### config.mk
export PLATFORM = sky130hd
export DESIGN_NAME = ikari_cen_monitor
export DESIGN_NICKNAME = d
export VERILOG_FILES = /design/src/rtl/ikari_clk_pkg.sv /design/src/rtl/ikari_cen_gap_meter.sv /design/src/rtl/ikari_cen_monitor.sv
export SDC_FILE = /design/constraint.sdc
export NUM_CORES = 1
export LEC_CHECK = 0
export CORE_UTILIZATION = 60
export CTS_BUF_LIST = sky130_fd_sc_hd__clkbuf_8
export DETAILED_ROUTE_END_ITERATION = 8
export PLACE_DENSITY = 0.85
export SLEW_MARGIN = 20
export SYNTH_ARGS = -nofsm -noshare
export SYNTH_HDL_FRONTEND = slang
export SYNTH_HIERARCHICAL = 1
export SYNTH_SLANG_ARGS = --single-unit
### constraint.sdc
create_clock -name i_clk -period 7.95 [get_ports i_clk]
set_input_delay 1.59 -clock i_clk [delete_from_list [all_inputs] [get_ports i_clk]]
set_output_delay 1.59 -clock i_clk [all_outputs]
set_load 0.02 [all_outputs]
### src/rtl/ikari_clk_pkg.sv
// ----------------------------------------------------------------------------
// ikari_clk_pkg
// Shared definitions for the clock-enable monitor blocks.
//   - mon_state_e : monitor FSM state encoding (IDLE / SYNC / MEASURE)
//   - MCLK_HZ     : system clock frequency (53.6 MHz)
//   - CEN_WINDOW_1MS and EXP_* : expected cen strobes per 1 ms window for
//     each clock-enable channel produced by the core generator.
// ----------------------------------------------------------------------------
package ikari_clk_pkg;

    typedef enum logic [1:0] {
        ST_IDLE    = 2'd0,
        ST_SYNC    = 2'd1,
        ST_MEASURE = 2'd2
    } mon_state_e;

    localparam int unsigned MCLK_HZ        = 53600000;

    // One window = 1 ms of i_clk.
    localparam int unsigned CEN_WINDOW_1MS = 53600;

    // Expected strobes per CEN_WINDOW_1MS for each channel.
    localparam int unsigned EXP_13M4       = 13400;
    localparam int unsigned EXP_6M7        = 6700;
    localparam int unsigned EXP_3M35       = 3350;
    localparam int unsigned EXP_4M0        = 4000;

endpackage

### src/rtl/ikari_cen_gap_meter.sv
// ----------------------------------------------------------------------------
// ikari_cen_gap_meter
// Tracks the minimum and maximum spacing (in i_clk cycles) between
// consecutive cen strobes inside one measurement window. Spacing is
// window-local: a gap is only recorded when both strobes fall in the same
// window, so a window with fewer than two strobes reports min=all-ones,
// max=0.
// Ports:
//   i_clk, i_rst_n : clock, asynchronous active-low reset
//   i_clr          : monitor not running; drop all tracking state
//   i_first        : first strobe of a measurement (opens the window)
//   i_cen          : strobe seen while measuring
//   i_wend         : last cycle of the window; latch results
//   o_gap_min      : min spacing of the last completed window
//   o_gap_max      : max spacing of the last completed window
// ----------------------------------------------------------------------------
module ikari_cen_gap_meter #(
    parameter int unsigned CW = 16
) (
    input  logic          i_clk,
    input  logic          i_rst_n,
    input  logic          i_clr,
    input  logic          i_first,
    input  logic          i_cen,
    input  logic          i_wend,
    output logic [CW-1:0] o_gap_min,
    output logic [CW-1:0] o_gap_max
);

    localparam logic [CW-1:0] ONE = CW'(1);

    logic [CW-1:0] since_q;     // cycles since last strobe (== gap on next strobe)
    logic [CW-1:0] min_q;
    logic [CW-1:0] max_q;
    logic          have_q;      // a previous strobe exists in this window
    logic [CW-1:0] gap_min_q;
    logic [CW-1:0] gap_max_q;

    logic          gap_vld;
    logic [CW-1:0] cur_min;
    logic [CW-1:0] cur_max;

    assign gap_vld = i_cen && have_q;
    // Include this cycle's gap so the window-end strobe is not lost.
    assign cur_min = (gap_vld && (since_q < min_q)) ? since_q : min_q;
    assign cur_max = (gap_vld && (since_q > max_q)) ? since_q : max_q;

    always_ff @(posedge i_clk or negedge i_rst_n) begin
        if (!i_rst_n) begin
            since_q   <= '0;
            min_q     <= '1;
            max_q     <= '0;
            have_q    <= 1'b0;
            gap_min_q <= '0;
            gap_max_q <= '0;
        end else if (i_clr) begin
            since_q <= '0;
            min_q   <= '1;
            max_q   <= '0;
            have_q  <= 1'b0;
        end else begin
            if (i_wend) begin
                gap_min_q <= cur_min;
                gap_max_q <= cur_max;
                min_q     <= '1;
                max_q     <= '0;
                have_q    <= 1'b0;
            end else begin
                min_q <= cur_min;
                max_q <= cur_max;
                if (i_first || i_cen) begin
                    have_q <= 1'b1;
                end
            end

            if (i_first || i_cen) begin
                since_q <= ONE;
            end else if (since_q != '1) begin
                since_q <= since_q + ONE;
            end
        end
    end

    assign o_gap_min = gap_min_q;
    assign o_gap_max = gap_max_q;

endmodule

### src/rtl/ikari_cen_monitor.sv
// ----------------------------------------------------------------------------
// ikari_cen_monitor
// Consumer-side checker for one paired clock-enable channel (cen plus its
// 180-degree companion cenb). Counts cen strobes over a fixed window of
// i_clk cycles, flags frequency deviation and checks strict cen/cenb
// alternation.
//
// Optional feature: define CEN_MON_SPACING_EN to enable min/max cen-to-cen
// spacing tracking (o_gap_min / o_gap_max). Without it both are tied to 0.
//
// Ports:
//   i_clk       : system clock (53.6 MHz)
//   i_rst_n     : asynchronous active-low reset
//   i_en        : monitor enable; low returns the FSM to IDLE
//   i_cen       : clock-enable strobe under test
//   i_cenb      : 180-degree companion strobe
//   i_clr       : pulse, clears o_phase_err / o_err_cnt
//   o_count     : strobe count of last completed window
//   o_valid     : 1-cycle pulse when o_count / o_freq_ok update
//   o_freq_ok   : last window within EXP_COUNT +/- TOL
//   o_phase_err : sticky alternation-violation flag
//   o_err_cnt   : saturating alternation-violation count
//   o_gap_min   : min cen spacing, last window (feature build only)
//   o_gap_max   : max cen spacing, last window (feature build only)
// ----------------------------------------------------------------------------
module ikari_cen_monitor
    import ikari_clk_pkg::*;
#(
    parameter int unsigned WINDOW    = CEN_WINDOW_1MS,
    parameter int unsigned EXP_COUNT = EXP_13M4,
    parameter int unsigned TOL       = 2,
    parameter int unsigned CW        = 16
) (
    input  logic          i_clk,
    input  logic          i_rst_n,
    input  logic          i_en,
    input  logic          i_cen,
    input  logic          i_cenb,
    input  logic          i_clr,
    output logic [CW-1:0] o_count,
    output logic          o_valid,
    output logic          o_freq_ok,
    output logic          o_phase_err,
    output logic [7:0]    o_err_cnt,
    output logic [CW-1:0] o_gap_min,
    output logic [CW-1:0] o_gap_max
);

    localparam logic [CW-1:0] ONE      = CW'(1);
    localparam logic [CW-1:0] WIN_LAST = CW'(WINDOW - 1);
    localparam logic [CW-1:0] EXP_C    = CW'(EXP_COUNT);
    localparam logic [CW:0]   TOL_C    = (CW+1)'(TOL);

    mon_state_e    state_q;
    logic [CW-1:0] win_cnt_q;   // index of the current cycle within the window
    logic [CW-1:0] str_cnt_q;   // strobes seen before the current cycle
    logic          pending_q;   // cen seen, matching cenb still owed
    logic [CW-1:0] count_q;
    logic          valid_q;
    logic          freq_ok_q;
    logic          phase_err_q;
    logic [7:0]    err_cnt_q;

    logic          cen_start;
    logic          measuring;
    logic          chk;
    logic          err;
    logic          win_end;
    logic [CW-1:0] str_inc;
    logic signed [CW:0] diff;
    logic [CW:0]   diff_abs;
    logic          freq_ok;

    // First strobe in SYNC opens the window (cycle 0) and is itself checked.
    assign cen_start = i_en && (state_q == ST_SYNC) && i_cen;
    assign measuring = i_en && (state_q == ST_MEASURE);
    assign chk       = cen_start || measuring;

    assign err = chk && ((i_cen && i_cenb) ||
                         (i_cen && pending_q) ||
                         (i_cenb && !pending_q));

    assign win_end = measuring && (win_cnt_q == WIN_LAST);

    // This cycle's strobe is counted, saturating at all-ones.
    assign str_inc = (i_cen && (str_cnt_q != '1)) ? (str_cnt_q + ONE) : str_cnt_q;

    // One extra bit keeps the signed difference from wrapping.
    assign diff     = $signed({1'b0, str_inc}) - $signed({1'b0, EXP_C});
    assign diff_abs = diff[CW] ? $unsigned(-diff) : $unsigned(diff);
    assign freq_ok  = (diff_abs <= TOL_C);

    // NOTE: sequential state uses non-blocking assignments so every register
    // samples the pre-edge values, independent of statement order.
    always_ff @(posedge i_clk or negedge i_rst_n) begin
        if (!i_rst_n) begin
            state_q   <= ST_IDLE;
            win_cnt_q <= '0;
            str_cnt_q <= '0;
            pending_q <= 1'b0;
            count_q   <= '0;
            valid_q   <= 1'b0;
            freq_ok_q <= 1'b0;
        end else begin
            valid_q <= 1'b0;
            if (!i_en) begin
                state_q   <= ST_IDLE;
                win_cnt_q <= '0;
                str_cnt_q <= '0;
                pending_q <= 1'b0;
            end else begin
                unique case (state_q)
                    ST_IDLE: begin
                        state_q <= ST_SYNC;
                    end
                    ST_SYNC: begin
                        if (i_cen) begin
                            state_q   <= ST_MEASURE;
                            win_cnt_q <= ONE;
                            str_cnt_q <= ONE;
                            pending_q <= 1'b1;
                        end
                    end
                    ST_MEASURE: begin
                        if (win_end) begin
                            count_q   <= str_inc;
                            freq_ok_q <= freq_ok;
                            valid_q   <= 1'b1;
                            win_cnt_q <= '0;
                            str_cnt_q <= '0;
                        end else begin
                            win_cnt_q <= win_cnt_q + ONE;
                            str_cnt_q <= str_inc;
                        end
                        if (i_cen) begin
                            pending_q <= 1'b1;
                        end else if (i_cenb) begin
                            pending_q <= 1'b0;
                        end
                    end
                    default: begin
                        state_q <= ST_IDLE;
                    end
                endcase
            end
        end
    end

    // Sticky error state; an error in the same cycle as i_clr wins.
    always_ff @(posedge i_clk or negedge i_rst_n) begin
        if (!i_rst_n) begin
            phase_err_q <= 1'b0;
            err_cnt_q   <= '0;
        end else if (err) begin
            phase_err_q <= 1'b1;
            if (i_clr) begin
                err_cnt_q <= 8'd1;
            end else if (err_cnt_q != 8'hFF) begin
                err_cnt_q <= err_cnt_q + 8'd1;
            end
        end else if (i_clr) begin
            phase_err_q <= 1'b0;
            err_cnt_q   <= '0;
        end
    end

    assign o_count     = count_q;
    assign o_valid     = valid_q;
    assign o_freq_ok   = freq_ok_q;
    assign o_phase_err = phase_err_q;
    assign o_err_cnt   = err_cnt_q;

`ifdef CEN_MON_SPACING_EN
    ikari_cen_gap_meter #(
        .CW (CW)
    ) u_gap_meter (
        .i_clk     (i_clk),
        .i_rst_n   (i_rst_n),
        .i_clr     (!chk),
        .i_first   (cen_start),
        .i_cen     (measuring && i_cen),
        .i_wend    (win_end),
        .o_gap_min (o_gap_min),
        .o_gap_max (o_gap_max)
    );
`else
    assign o_gap_min = '0;
    assign o_gap_max = '0;
`endif

endmodule

### Word level (Yosys, flattened, before mapping)

Cells that the tools add are included.

* register bits: 62
* input port bits: 6
* output and inout port bits: 59
* word-level logic and storage cells: 71

* add/sub/neg operators: 5
* magnitude comparators: 1
* equality and inequality tests: 9
* muxes and demuxes: 26
* reductions and logical operators: 21

Operator list (number)
* $mux 16: 6
* $pmux 16 s2: 2
* $add 16x1->16 const B: 2
* $mux 8: 4
* $le 17x2->1 const B: 1
* $mux 17: 1
* $neg 17->17: 1
* $sub 16x14->17 const B: 1
* $eq 16x16->1 const B: 1
* $ne 16x16->1 const B: 1
* $logic_and 1x1->1: 9
* $mux 1: 9
* $add 8x1->8 const B: 1
* $ne 8x8->1 const B: 1
* $pmux 2 s3: 1
* $reduce_and 2->1: 3
* $reduce_and 3->1: 2
* $mux 2: 2
* $ne 4x4->1 const B: 1
* $reduce_bool 2->1: 2
* $logic_or 1x1->1: 3
* $ne 3x1->1 const B: 1
* $ne 3x3->1 const B: 1
* $eq 2x1->1 const B: 1
* 5 further kinds: 5

### Logic depth before layout (Yosys ltp)

* depth in word-level cells: 7
* mapped depth: 15
* depth with buffers taken out: 14

### Worst setup path after synthesis

OpenSTA, ideal clock, no wires.

* kind: input to register
* from: in i_cen
* to: reg freq_ok_q, in the netlist o_freq_ok
* library setup time: 0.076 ns
* data arrival time: 4.361 ns
* required time: 7.874 ns
* slack: 3.512 ns
* stages on the path: 13
* path through: buf_4 -> clkbuf_1 -> nand4_1 -> xnor2_1 -> ha_1 -> xnor3_1 -> or3b_1 -> nor3_1 -> nand2_2 -> o31a_1 -> nor3b_2 -> o2111ai_1 -> o21ai_1

* longest elaborated chain between the ends: 6

RTL lines
* start, declared: RTL line ikari_cen_monitor.sv:37 `input logic i_cen,`
* $logic_and 1x1->1 (*): RTL line ikari_cen_monitor.sv:86 `assign str_inc = (i_cen && (str_cnt_q != '1)) ? (str_cnt_q + ONE) : str_cnt_q;`
* $mux 16 (*): RTL line ikari_cen_monitor.sv:86
* net str_inc[4]: RTL line ikari_cen_monitor.sv:69 `logic [CW-1:0] str_inc;`
* $sub 16x14->17 (*): RTL line ikari_cen_monitor.sv:89 `assign diff = $signed({1'b0, str_inc}) - $signed({1'b0, EXP_C});`
* $neg 17->17: RTL line ikari_cen_monitor.sv:90 `assign diff_abs = diff[CW] ? $unsigned(-diff) : $unsigned(diff);`
* $mux 17 (*): RTL line ikari_cen_monitor.sv:90
* $le 17x2->1 (*): RTL line ikari_cen_monitor.sv:91 `assign freq_ok = (diff_abs <= TOL_C);`
* end signal, assigned: RTL line ikari_cen_monitor.sv:127 `freq_ok_q <= freq_ok;`
* end, declared: RTL line ikari_cen_monitor.sv:60 `logic freq_ok_q;`

The timed path passes the listed nets; every way through them passes the cells marked *.
A chain may end at the register's enable or synchronous reset.

### Worst setup path in the final report

* from: in i_cen
* to: reg freq_ok_q, in the netlist o_freq_ok

* longest elaborated chain between the ends: 6

RTL lines (RTL line)
* $logic_and 1x1->1 (*): ikari_cen_monitor.sv:86
* $mux 16 (*): ikari_cen_monitor.sv:86
* $sub 16x14->17 (*): ikari_cen_monitor.sv:89
* $neg 17->17: ikari_cen_monitor.sv:90
* $mux 17 (*): ikari_cen_monitor.sv:90
* $le 17x2->1 (*): ikari_cen_monitor.sv:91

Mark *: on every way between the ends. The rest lies on a longest branch, timed or not.

==> results.toml <==
[floorplanning]
start_util_pct = 62.8
die_w_microns = 89.6
die_y_microns = 89.6
core_sq_mm = 0.00733
die_area_sq_mm = 0.00802
io-pin-count = 65
rows = 31

[cts]
cts_resized = 0
root_buffer = "clkbuf_8"
clock_sinks = 62
cts_tree = "built"
cts.clk_slew.worst_paths_ps = 70
htreeDepth = 3
ctsHoldBuffers = 0
clk_latency_ps = 350
clock_path_buffers = 2
cts_buffers = 9
post-cts-setup-buffer-count = 0

[power]
sw_frac_of_total_pct = 25.9
p_switching_mw = 0.182
power.density_mw_per_mm2 = 139
p_total_mw = 0.702
cellLeakagePower_nw = 2.09
clkPwrFrac_pct = 45.7
p_int_mw = 0.520
pwr-share-seq_pct = 46.1
p_comb_share_pct = 8.2
max-vdd-ir-drop_mv = 0.111

[place]
port_buffers = 32
dpl_cell_area_sq_mm = 0.00482
dp.cells = 662
dpl.hpwl_microns = 7480
gp_congestion = 0.969
pre_cts_slack_ps = 2390

[critical_path]
cp_top_family = "simple AND/OR/NAND/NOR gates"
worstPathArrival_ps = 5590
r2r_cells = 14
critPathCaptureType = "flop"
cp_max_fo = 19
rr_endpoint = "o_freq_ok"
reg2reg_slack_ps = 3330
critical_path_buf_inv_count = 2
reg2reg_from = "str_cnt_q[5]"
path_cells = "clkdlybuf4s50_1 > nand4_2 > a21oi_1 > xnor2_1 > inv_1 > ha_1 > xnor3_1 > or3b_1 > nor3_1 > nand2_2 > o31a_1 > nor3b_2 > o2111ai_1 > o21ai_1"
crit_slowest_cell = "clkdlybuf4s50_1"
crit_path_start_kind = "input port"
crit_required_ps = 8230
max_stage_delay_ps = 870
criticalPathCategory = "in -> reg"

[cells_and_area]
finish.utilization_pct = 68.9
final_cells = 678
nets = 586
area_growth_pct = 9.79
drive_gt1_share_pct = 7.77
diodes = 0
finalInstanceArea_sq_mm = 0.00505

[timing]
tns_ps = 0
worst_hold_slack_ps = 463
setup_viol = 0
slew_violations = 0
rsz0062_at_grt = "no"
post-route-period-util_pct = 66.8
setup_slack_ps = 2640
skew_ps = 6.14
hold_viol = 0
worstMarginPinSlew_ps = 973
period_needed_ps = 5310
slew_headroom_pct = 35.0
fmaxAchievable_ghz = 0.188

[route]
initialDrtViolationCount = 427
vias_per_cell = 6.16
detail-route-antenna-nets = 0
dr_total_vias = 4175
wirelength_microns = 10700
drcViolationCount = 0
dr.pass1.iters = 5
wire_per_inst_microns = 15.7

[synth]
synth.top_cells.by_count = "77 x nand2_1, 62 x dfrtp_1, 59 x o21ai_0"
dominantRegCellSynth = "dfrtp_1"
synth_enable_flop_cells = 0
synth.yosys.seq_area_share_pct = 33.7
postSynth.asyncResetShare_pct = 100
synth_cell_types = 76
post_synth_inst_count = 555
syn_area_per_cell_sq_um = 8.29
synth_area_sq_mm = 0.00460
synth.most_common_cell = "nand2_1"
synth_top_cell_area_share_pct = 33.7
synth_top_cell_by_area = "dfrtp_1"
ys_ff_latch = 62
yosys_warnings = 6
synth.top_cells.by_area = "dfrtp_1 34%, o21ai_0 6.4%, nand2_1 6.3%"

[global_routing]
grt_pass1_vias = 3708
grt_max_degree = 63
grt_first_pass_wirelength_microns = 17100
grt_usage_pct = 27.8
antenna_found_initial = 0
gr-total-overflow = 0

[min_path]
hold_end = "o_count[6]"
min_path_type = "reg -> reg"
hold_depth = 2
worstHoldStart = "o_count[6]"

[outcome]
status = "complete, no violations"

[flow_run]
drv_cap = 0
## sequential cells by signal, indices dropped and copies added (netlist names)
signal and count:
o_count 16, str_cnt_q 16, win_cnt_q 16, o_err_cnt 8
state_q 2, o_freq_ok 1, o_phase_err 1, o_valid 1
pending_q 1
## worst max path at each step
stage,startpoint,end,slack [ps],cells past startpoint
after global routing,i_cen,o_freq_ok,2400,14
after CTS,i_cen,o_freq_ok,2720,14
after floorplan,i_cen,o_freq_ok,3510,13
final,i_cen,o_freq_ok,2640,14
after detailed placement,i_cen,o_freq_ok,2390,14
after global placement,i_cen,o_freq_ok,2570,14
## area by class of cell
class / instances / area, sq um
Fill cell: 577 / 2280
Clock buffer: 10 / 138
Clock inverter: 6 / 93.8
Multi-Input combinational cell: 451 / 2750
Tap cell: 99 / 124
Inverter: 14 / 52.6
Sequential cell: 62 / 1550
Timing Repair Buffer: 36 / 345
## placed cells by master, fill, tap and decap left out, types with 12 or more instances in the layout
master,instances
a21oi_1,15
clkdlybuf4s50_1,31
conb_1,32
dfrtp_1,62
inv_1,14
nand2_1,77
nand3_1,24
nand4_1,12
nor2_1,39
nor3_1,21
o21ai_0,59
xnor2_1,16
xor2_1,15
## worst register-to-register path: stages (launching register included)
cell,delay (ps)
dfrtp_1,700
nand2_4,240
nor4_4,620
nand2_1,260
nand2_1,240
mux2i_1,470
ha_1,320
o21a_1,220
or3b_1,420
nor3_1,210
nand2_2,120
o31a_1,320
nor3b_2,150
o2111ai_1,120
o21ai_1,150
## layer usage
layer  global-route usage [%]  vias to the layer above  part of all wire (%)
li1                         -                     1965                     -
met1                     36.5                     1962                    44
met2                     43.4                      216                    47
met3                     6.03                       32                   6.9
met4                     13.6                        0                   2.8
met5                        0                        -                     0
## power groups by stage
stage | clock (mW) | sequential [mW] | combinational (mW)
final | 0.321 | 0.323 | 0.0575
after global routing | 0.339 | 0.324 | 0.0643
after CTS | 0.326 | 0.323 | 0.0573
after detailed placement | 0 | 0.329 | 0.0569
after global placement | 0 | 0.329 | 0.0554
after floorplan | 0 | 0.330 | 0.0500
## cells by family after synthesis
group	count (synthesis)	synth area share, %
AOI/OAI and AO/OA	141	20.1
xor gates and xnor gates	33	6.74
adders and majority gates	6	1.63
buffers and inverters	73	9.22
DFF	62	33.7
muxes	8	1.82
other	1	0.0815
and+or+nand+nor	231	26.7
(Power assumes the default switching activity.)
